===== config.mk =====
export PLATFORM = sky130hd
export DESIGN_NAME = mesh_output_arbiter_flat
export DESIGN_NICKNAME = d
export VERILOG_FILES = /design/src/rtl/mesh_output_arbiter_if.sv /design/src/rtl/mesh_output_arbiter.sv /design/src/flat_wrapper.sv
export SDC_FILE = /design/constraint.sdc
export NUM_CORES = 1
export LEC_CHECK = 0
export BUFFER_PORTS_ARGS = -buffer_cell sky130_fd_sc_hd__buf_4
export CAP_MARGIN = 0
export CORE_AREA = 4 4 161 163
export CTS_CLUSTER_DIAMETER = 150
export DETAILED_ROUTE_END_ITERATION = 8
export DIE_AREA = 0 0 165 167
export GPL_ROUTABILITY_DRIVEN = 0
export PLACE_DENSITY = 0.65
export SLEW_MARGIN = 30
export SYNTH_ARGS = -nofsm -noshare
export SYNTH_HDL_FRONTEND = slang
export SYNTH_SLANG_ARGS = --single-unit

===== constraint.sdc =====
create_clock -name clk -period 12.1 [get_ports clk]
set_clock_uncertainty 0.05 [all_clocks]
set_input_delay 1.21 -clock clk [delete_from_list [all_inputs] [get_ports clk]]
set_output_delay 1.21 -clock clk [all_outputs]
set_load 0.02 [all_outputs]

===== src/rtl/mesh_output_arbiter_if.sv =====
// Router-side bundle for one mesh output channel: requester side and
// downstream link side of the output arbiter.
interface mesh_output_arbiter_if #(
  parameter int NUM_REQ      = 5,
  parameter int PACKET_WIDTH = 64,
  parameter int CNT_WIDTH    = 16
);
  logic                            polarity;
  logic                            phase_sel;
  logic [NUM_REQ-1:0]              req;
  logic [NUM_REQ*PACKET_WIDTH-1:0] req_data;
  logic [NUM_REQ-1:0]              gnt;
  logic                            out_ro;
  logic                            out_so;
  logic [PACKET_WIDTH-1:0]         out_do;
  logic [CNT_WIDTH-1:0]            grant_cnt;
  logic [2:0]                      last_gnt;

  modport master (
    output polarity, phase_sel, req, req_data, out_ro,
    input  gnt, out_so, out_do, grant_cnt, last_gnt
  );

  modport slave (
    input  polarity, phase_sel, req, req_data, out_ro,
    output gnt, out_so, out_do, grant_cnt, last_gnt
  );
endinterface


===== src/rtl/mesh_output_arbiter.sv =====
// Round-robin arbiter plus output register sharing one outbound mesh link
// between the cw/ccw/sn/ns/pe input buffers, gated by polarity and ready.
module mesh_output_arbiter #(
  parameter int NUM_REQ      = 5,
  parameter int PACKET_WIDTH = 64,
  parameter int CNT_WIDTH    = 16
) (
  input logic              clk,
  input logic              rst,
  mesh_output_arbiter_if.slave bus
);

  logic                    arb_en;
  logic                    found;
  logic [NUM_REQ-1:0]      gnt_d;
  logic [2:0]              win;

  logic                    out_so_q, out_so_d;
  logic [PACKET_WIDTH-1:0] out_do_q, out_do_d;
  logic [CNT_WIDTH-1:0]    grant_cnt_q, grant_cnt_d;
  logic [2:0]              last_gnt_q, last_gnt_d;

  function automatic int rr_idx(input logic [2:0] base, input int k);
    return (int'(base) + k) % NUM_REQ;
  endfunction

  // Search starts just past the last winner, so the winner drops to lowest priority.
  always_comb begin
    arb_en = (bus.polarity == bus.phase_sel) && bus.out_ro && (|bus.req) && !rst;
    gnt_d  = '0;
    win    = '0;
    found  = 1'b0;
    for (int k = 1; k <= NUM_REQ; k++) begin
      if (arb_en && !found && bus.req[rr_idx(last_gnt_q, k)]) begin
        gnt_d[rr_idx(last_gnt_q, k)] = 1'b1;
        win   = 3'(rr_idx(last_gnt_q, k));
        found = 1'b1;
      end
    end
  end

  always_comb begin
    out_so_d    = arb_en;
    out_do_d    = out_do_q;
    grant_cnt_d = grant_cnt_q;
    last_gnt_d  = last_gnt_q;
    if (arb_en) begin
      out_do_d    = bus.req_data[int'(win)*PACKET_WIDTH +: PACKET_WIDTH];
      grant_cnt_d = grant_cnt_q + {{(CNT_WIDTH-1){1'b0}}, 1'b1};
      last_gnt_d  = win;
    end
  end

  always_ff @(posedge clk or posedge rst) begin
    if (rst) begin
      out_so_q    <= 1'b0;
      out_do_q    <= '0;
      grant_cnt_q <= '0;
      last_gnt_q  <= 3'(NUM_REQ-1);
    end else begin
      out_so_q    <= out_so_d;
      out_do_q    <= out_do_d;
      grant_cnt_q <= grant_cnt_d;
      last_gnt_q  <= last_gnt_d;
    end
  end

  assign bus.gnt       = gnt_d;
  assign bus.out_so    = out_so_q;
  assign bus.out_do    = out_do_q;
  assign bus.grant_cnt = grant_cnt_q;
  assign bus.last_gnt  = last_gnt_q;

endmodule

===== src/flat_wrapper.sv =====
// flat-port wrapper written by rule: the top's interface ports become plain ports
module mesh_output_arbiter_flat 
#(
  parameter int NUM_REQ      = 5,
  parameter int PACKET_WIDTH = 64,
  parameter int CNT_WIDTH    = 16
)
  (clk, rst, bus_polarity, bus_phase_sel, bus_req, bus_req_data, bus_out_ro, bus_gnt, bus_out_so, bus_out_do, bus_grant_cnt, bus_last_gnt);
  mesh_output_arbiter_if #(.NUM_REQ(NUM_REQ), .PACKET_WIDTH(PACKET_WIDTH), .CNT_WIDTH(CNT_WIDTH)) bus_i ();
  input logic clk;
  input logic rst;
  input wire logic [$bits(bus_i.polarity)-1:0] bus_polarity;
  input wire logic [$bits(bus_i.phase_sel)-1:0] bus_phase_sel;
  input wire logic [$bits(bus_i.req)-1:0] bus_req;
  input wire logic [$bits(bus_i.req_data)-1:0] bus_req_data;
  input wire logic [$bits(bus_i.out_ro)-1:0] bus_out_ro;
  output wire logic [$bits(bus_i.gnt)-1:0] bus_gnt;
  output wire logic [$bits(bus_i.out_so)-1:0] bus_out_so;
  output wire logic [$bits(bus_i.out_do)-1:0] bus_out_do;
  output wire logic [$bits(bus_i.grant_cnt)-1:0] bus_grant_cnt;
  output wire logic [$bits(bus_i.last_gnt)-1:0] bus_last_gnt;
  assign bus_i.polarity = bus_polarity;
  assign bus_i.phase_sel = bus_phase_sel;
  assign bus_i.req = bus_req;
  assign bus_i.req_data = bus_req_data;
  assign bus_i.out_ro = bus_out_ro;
  assign bus_gnt = bus_i.gnt;
  assign bus_out_so = bus_i.out_so;
  assign bus_out_do = bus_i.out_do;
  assign bus_grant_cnt = bus_i.grant_cnt;
  assign bus_last_gnt = bus_i.last_gnt;
  mesh_output_arbiter #(.NUM_REQ(NUM_REQ), .PACKET_WIDTH(PACKET_WIDTH), .CNT_WIDTH(CNT_WIDTH)) u_core (.clk(clk), .rst(rst), .bus(bus_i));
endmodule

==> metrics.yaml, run 1 <==
io_pins: 419
rr_worst_depth: 19
tns_ns: 0
clkTransAtPathRegs_ns: 0.07
multi_input_area_sq_um: 5570
ir_drop_mv: 0.116
vias: 9611
die_area_sq_um: 27600
synthCells: 906
tritoncts: "done"
synth.most_common_cell: "mux2i_1"
fin_crit_ns: 8.14
hold_depth: 1
postRouteWirelength_mm: 43.7
synth_top_area_share_pct: 25.6
ys_warn_count: 0
ys.flop_type: "dfrtp_1"
clock-sinks: 84
period_share_pct: 67.3
initial_core_util_pct: 33.4
worst_pin_slew_ns: 0.902
grt_pass1_vias: 9214
syn_nets: 1267
path_buf_inv: 3
die_y_um: 167
cp-end-kind: "output pin"
maxCapViolCount: 0
fin_util_pct: 48.4
synth_cell_types: 85
regArea_sq_um: 2100
synth-seq-area-share_pct: 25.9
ctsHoldBuffers: 0
drt_iter0_drc: 1160
rows: 57
cp.depth: 19
hold_path_class: "reg -> reg"
power_density_nw_per_um2: 262
cp.arrival_ns: 6.88
via_per_inst: 5.97
status: "complete, no violations"
synth_top_cell_by_area: "dfrtp_1"
grt_pass1_wl_mm: 61.7
core_area_sq_um: 24300
max_stage_delay_ns: 0.74
ff2ff_setup_slack_ns: 4.38
cts_buffer_depth: 2
post-cts-setup-buffer-count: 0
hpwl_mm: 34.7
htreeDepth: 3
synth_edf_count: 0
die_x_um: 165
final_cell_area_sq_um: 11800
ys_async_sr_fraction_pct: 100
slew_violations: 0
place_area_sq_um: 11400
cp.required_ns: 10.84
path_class: "reg -> out"
fin_nets: 1635
cts-resized-gates: 0
antenna_left: 0
whs_ns: 0.421
rsz0062_at_grt: "no"
drt_first_pass_iters: 7
n_fill_cell: 2317
routedWlPerCell_um: 27.1
portBuffers: 418
grt_start_max_net_pins: 101
final_hold_viol_count: 0
synth_area_sq_um: 8120
stdcell_count: 1609
drc: 0
slew_headroom_pct: 39.9
power.leakage_nw: 4.98
crit_family: "simple AND/OR/NAND/NOR gates"
slowest_stage: "ha_2"
setup_viol: 0
synth_common_cells: "118 x mux2i_1, 83 x dfrtp_1, 49 x nor2_1"
cts.root.buffer_cell: "clkbuf_16"
critPathLaunchType: "register"
area_growth_syn_to_layout_pct: 44.9
grtUsageTotal_pct: 30.0
placed_cells: 1586
layout-drive-gt1-share_pct: 39.5
overflow: 0
fmax_ghz: 0.123
avgSynthCellArea_sq_um: 8.96
cp_cell_sequence: "buf_4, clkinv_1, ha_2, ha_1, nor3_1, nor2_1, xnor2_1, ha_1, nand2b_1, a311o_1, and2_2, mux2i_1, a221o_1, or4b_4, a21oi_1, and2_1, nand3_1, nand4_1, buf_4"
synth_area_leaders: "dfrtp_1 26%, mux2i_1 15%, ha_1 4.8%"
ys_seq_elements: 84
clkLatencyLatePin_ns: 0.35
antenna_found_initial: 11
critPathMaxFanout: 50
cts_buffers: 9
logic make-up (layout without fill, tap and decap cells):
group	after synthesis	in the layout	synth area share [%]
compound gates	334	334	32.2
other cells	0	6	0
simple gates	213	213	13.5
mux	120	120	14.8
buf+inv	101	474	6.18
xor+xnor	23	23	2.57
flops	84	84	25.9
fa+ha+maj	31	31	4.78
flip-flops by register name (all words and copies together) (netlist names):
signal / flops
u_core.bus.out_do: 64
u_core.bus.grant_cnt: 16
u_core.bus.last_gnt: 3
u_core.bus.out_so: 1
metal layers:
metal,share of wire (%),global-route usage [%],vias up
met1,42,42.4,4621
met2,43,43.9,626
met4,2.0,6.76,10
met3,13,10.7,60
li1,-,-,4294
met5,0.11,0,-
worst register-to-register path, stage by stage, from the launching register on:
cell and delay (ns):
dfrtp_1 0.32, buf_4 0.45, clkinv_1 0.73, ha_2 0.74, ha_1 0.33, nor3_1 0.53
nor2_1 0.11, xnor2_1 0.28, ha_1 0.35, nand2b_1 0.13, a311o_1 0.41, and2_2 0.23
mux2i_1 0.12, a221o_1 0.39, o211a_1 0.26, o32a_1 0.42, nor2_4 0.53, buf_12 0.58
mux2i_1 0.46, o221ai_1 0.13
cells in the final DEF, fill, tap and decap left out, types with 6 or more instances in the layout:
master       n
buf_4      424
mux2i_1    118
dfrtp_1     83
nor2_1      47
a22oi_1     45
o221ai_1    44
nand2_1     41
o21ai_0     32
ha_1        30
a21oi_1     28
o22ai_1     28
inv_1       27
a211oi_2    26
nand3_1     25
a21boi_0    22
xnor2_1     21
a211oi_1    21
nor3_1      19
nand2b_1    12
o211ai_1    10
clkbuf_16    9
nand4_1      8
nor4_1       7
diode_2      6
and2_1       6
nor2b_1      6
power breakdown:
group | internal, mW | total (mW) | switching, mW | leakage (nW)
combinational | 0.903 | 2.29 | 1.38 | 3.84
sequential | 0.407 | 0.504 | 0.0968 | 1.01
clock | 0.145 | 0.295 | 0.150 | 0.135
total | 1.46 | 3.09 | 1.63 | 4.98
metrics by stage:
| step | setup WS, ns | total power [mW] |
|---|---|---|
| 5_1_grt | 3.48 | 3.28 |
| 3_3_place_gp | 4.21 | 2.71 |
| 3_5_place_dp | 3.97 | 2.73 |
| 6_report | 3.96 | 3.09 |
| 2_1_floorplan | 5.00 | 2.08 |
| 4_1_cts | 3.78 | 3.04 |
final cells by class:
class                      instances  area share [%]
timing repair buffer             428            27.7
antenna                            6           0.128
multi-input combinational        721            47.4
tap                              324            3.45
inverter                          30           0.979
sequential                        84            17.9
clock inverter                     7           0.596
clock buffer                       9            1.91
final timing paths:
| path | start | end |
|---|---|---|
| max reg2reg | u_core.bus.last_gnt[0] | u_core.bus.out_do[13] |
| min reg2reg | u_core.bus.grant_cnt[15] | u_core.bus.grant_cnt[15] |
| min in group asynchronous | rst | u_core.bus.out_do[42] |
| min | u_core.bus.grant_cnt[15] | u_core.bus.grant_cnt[15] |
| max | u_core.bus.last_gnt[0] | bus_gnt[4] |
| max in group asynchronous | rst | u_core.bus.grant_cnt[11] |
Note: power is estimated with default switching activity, not from simulation.
==> inputs of run 2 (changes only) <==
- CORE_AREA: 4 4 161 163 -> 4 4 162 164
- DIE_AREA: 0 0 165 167 -> 0 0 166 168
- PLACE_DENSITY: 0.65 -> 0.64
- clock period: 12.1 -> 8.1 ns (I/O delays scaled with it)
==> run 2 against run 1 <==
  * Wire length increased by 0.98%
  * Global-route usage decreased by 0.42 points
  * Combinational power increased by 52%
  * Critical path depth decreased by 1
  * Non-clock buffer count increased by 12
  * Largest power group unchanged
  * Flip-flop and latch count unchanged
==> metrics.yaml, run 2 (synthesis gave the netlist of run 1 again) <==
critPathLaunchType: "register"
totalPowerFinal_mw: 4.67  # +51%
core_area_sq_um: 24900  # +2.4%
die_y_um: 168  # +0.60%
placed_cells: 1605  # +1.2%
whs_ns: 0.385  # -0.0357 ns
layout_commonest_cell: "buf_4"
antenna_left: 0  # unchanged
cp.arrival_ns: 6.41  # -0.47 ns
grtUsageMet3_pct: 9.67  # -1.1 points
slew_violations: 0  # unchanged
final_cell_area_sq_um: 11900  # +0.81%
rr_worst_depth: 18  # -1
initial_core_util_pct: 32.6  # -0.77 points
power_density_nw_per_um2: 394  # +50%
io_pins: 419  # unchanged
maxCapViolCount: 0  # unchanged
cts_buffers: 9  # unchanged
pwr-share-comb_pct: 74.4  # +0.3 points
grtUsageMet1_pct: 43.6  # +1.2 points
netSwitchingFraction_pct: 52.5  # -0.34 points
largest_reg_flops: 64  # unchanged
layout_common_cells: "436 x buf_4, 118 x mux2i_1, 83 x dfrtp_1, 47 x nor2_1, 45 x a22oi_1"
max_stage_delay_ns: 0.71  # -0.03 ns
rsz0062_at_grt: "no"
fin_nets: 1647  # +0.73%
power.leakage_nw: 5.06  # +1.5%
routedWlPerCell_um: 27.1  # -0.14%
tns_ns: 0  # unchanged
clkPwrFrac_pct: 9.3  # -0.3 points
ctsHoldBuffers: 0  # unchanged
fmax_ghz: 0.138
status: "complete, no violations"
hpwl_mm: 35.1  # +1.0%
ir_drop_mv: 0.211  # +82%
grt-busiest-layer: "met1"
antenna_found_initial: 13  # +2
area_growth_syn_to_layout_pct: 46.1
grt_pass1_vias: 9110  # -1.1%
grt_pass1_wl_mm: 62.6  # +1.4%
post-cts-setup-buffer-count: 0  # unchanged
p_seq_share_pct: 16.2  # about the same
vias: 9625  # +0.15%
power_switching_mw: 2.45  # +50%
htreeDepth: 3  # unchanged
die_area_sq_um: 27900  # +1.2%
fin_crit_ns: 7.27
internal_power_mw: 2.22  # +52%
path_class: "reg -> out"
cp-end-kind: "output pin"
grtUsageTotal_pct: 29.6  # -0.42 points
cts.root.buffer_cell: "clkbuf_16"
postRouteWirelength_mm: 44.1  # +0.98%
hold_path_class: "in -> async"
die_x_um: 166  # +0.61%
critPathMaxFanout: 18  # -64%
overflow: 0  # unchanged
rows: 58  # +1.8%
portBuffers: 418  # unchanged
place_area_sq_um: 11500  # +1.1%
slowest_stage: "or4b_4"
clock-sinks: 84  # unchanged
clkTransAtPathRegs_ns: 0.08  # about the same
drc: 0  # unchanged
n_fill_cell: 2452  # +5.8%
period_share_pct: 89.8
grt_start_max_net_pins: 65  # -36%
worst_pin_slew_ns: 1.01  # +0.110 ns
slew_headroom_pct: 32.4  # -7.5 points
cp_cell_sequence: "inv_1, ha_1, buf_4, inv_1, ha_1, inv_1, ha_1, a21boi_1, o221ai_2, mux2_2, a221oi_2, o2111ai_1, or4b_4, a21oi_1, and2_1, nand3_1, nand4_1, buf_4"
tritoncts: "done"
final_hold_viol_count: 0  # unchanged
cts_buffer_depth: 2  # unchanged
drt_iter0_drc: 1100  # -5.2%
clkLatencyLatePin_ns: 0.36  # about the same
drt_first_pass_iters: 5  # -2
cts-resized-gates: 0  # unchanged
cp.required_ns: 7.24  # -3.60 ns
setup_viol: 0  # unchanged
layout-drive-gt1-share_pct: 39.8  # +0.33 points
met2_usage_pct: 42.9  # -0.94 points
via_per_inst: 5.92  # -0.96%
stdcell_count: 1627  # +1.1%
[run 2: cell types whose count changed in the layout (fill, tap and decap cells not counted), moves of 2 or more]
cell	delta
inv_6	+2
buf_12	+2
buf_4	+12
clkinvlp_4	-2
[run 2: routing by layer]
| layer | share of wire, % | vias to the layer above |
|---|---|---|
| met1 | 45 | 4636 |
| met4 | 1.4 | 18 |
| met5 | 0.24 | - |
| met3 | 11 | 54 |
| met2 | 42 | 600 |
| li1 | - | 4317 |
[run 2: area by class of cell]
type | instances | area (sq um) | share of cell area (%)
diodes | 6 | 15.0 | 0.127
clock buffers | 10 | 239 | 2.02
clock inverters | 6 | 53.8 | 0.454
inverters | 30 | 115 | 0.971
multi-input cells | 721 | 5560 | 46.9
flip-flops and latches | 84 | 2100 | 17.7
well taps | 330 | 413 | 3.48
repair buffers | 440 | 3360 | 28.3
[run 2: worst max-delay path, delay by kind of cell (launching register included)]
kind,cells,cell delay [ns]
buffers and inverters,5,1.22
AND/OR/NAND/NOR,4,1.24
adder cells (fa/ha/maj),3,0.96
flip-flops,1,0.69
multiplexers,1,0.41
AO/OA/AOI/OAI,5,1.53
[run 2: power by group through the flow]
stage	clock network (mW)	registers [mW]	logic, mW
after detailed placement	0	0.749	3.40
final	0.435	0.758	3.47
after floorplan	0	0.945	2.16
after global placement	0	0.755	3.37
after global routing	0.457	0.776	3.72
after CTS	0.447	0.750	3.41
[run 2: worst paths after layout]
check                                    startpoint                  endpoint  slack [ns]
max                          u_core.bus.last_gnt[1]                bus_gnt[4]        0.83
min                                             rst     u_core.bus.out_do[45]        0.39
max reg2reg                  u_core.bus.last_gnt[1]     u_core.bus.out_do[11]        1.31
min reg2reg                u_core.bus.grant_cnt[15]  u_core.bus.grant_cnt[15]        0.43
max in group asynchronous                       rst     u_core.bus.out_do[60]        6.35
min in group clk           u_core.bus.grant_cnt[15]  u_core.bus.grant_cnt[15]        0.43
[run 2: per-stage QoR]
step	util [%]	setup WS (ns)
after floorplan	-	1.40
after global placement	46.3	1.43
after detailed placement	46.4	1.35
final	47.6	0.829
after global routing	47.6	0.475
after CTS	47.6	0.956
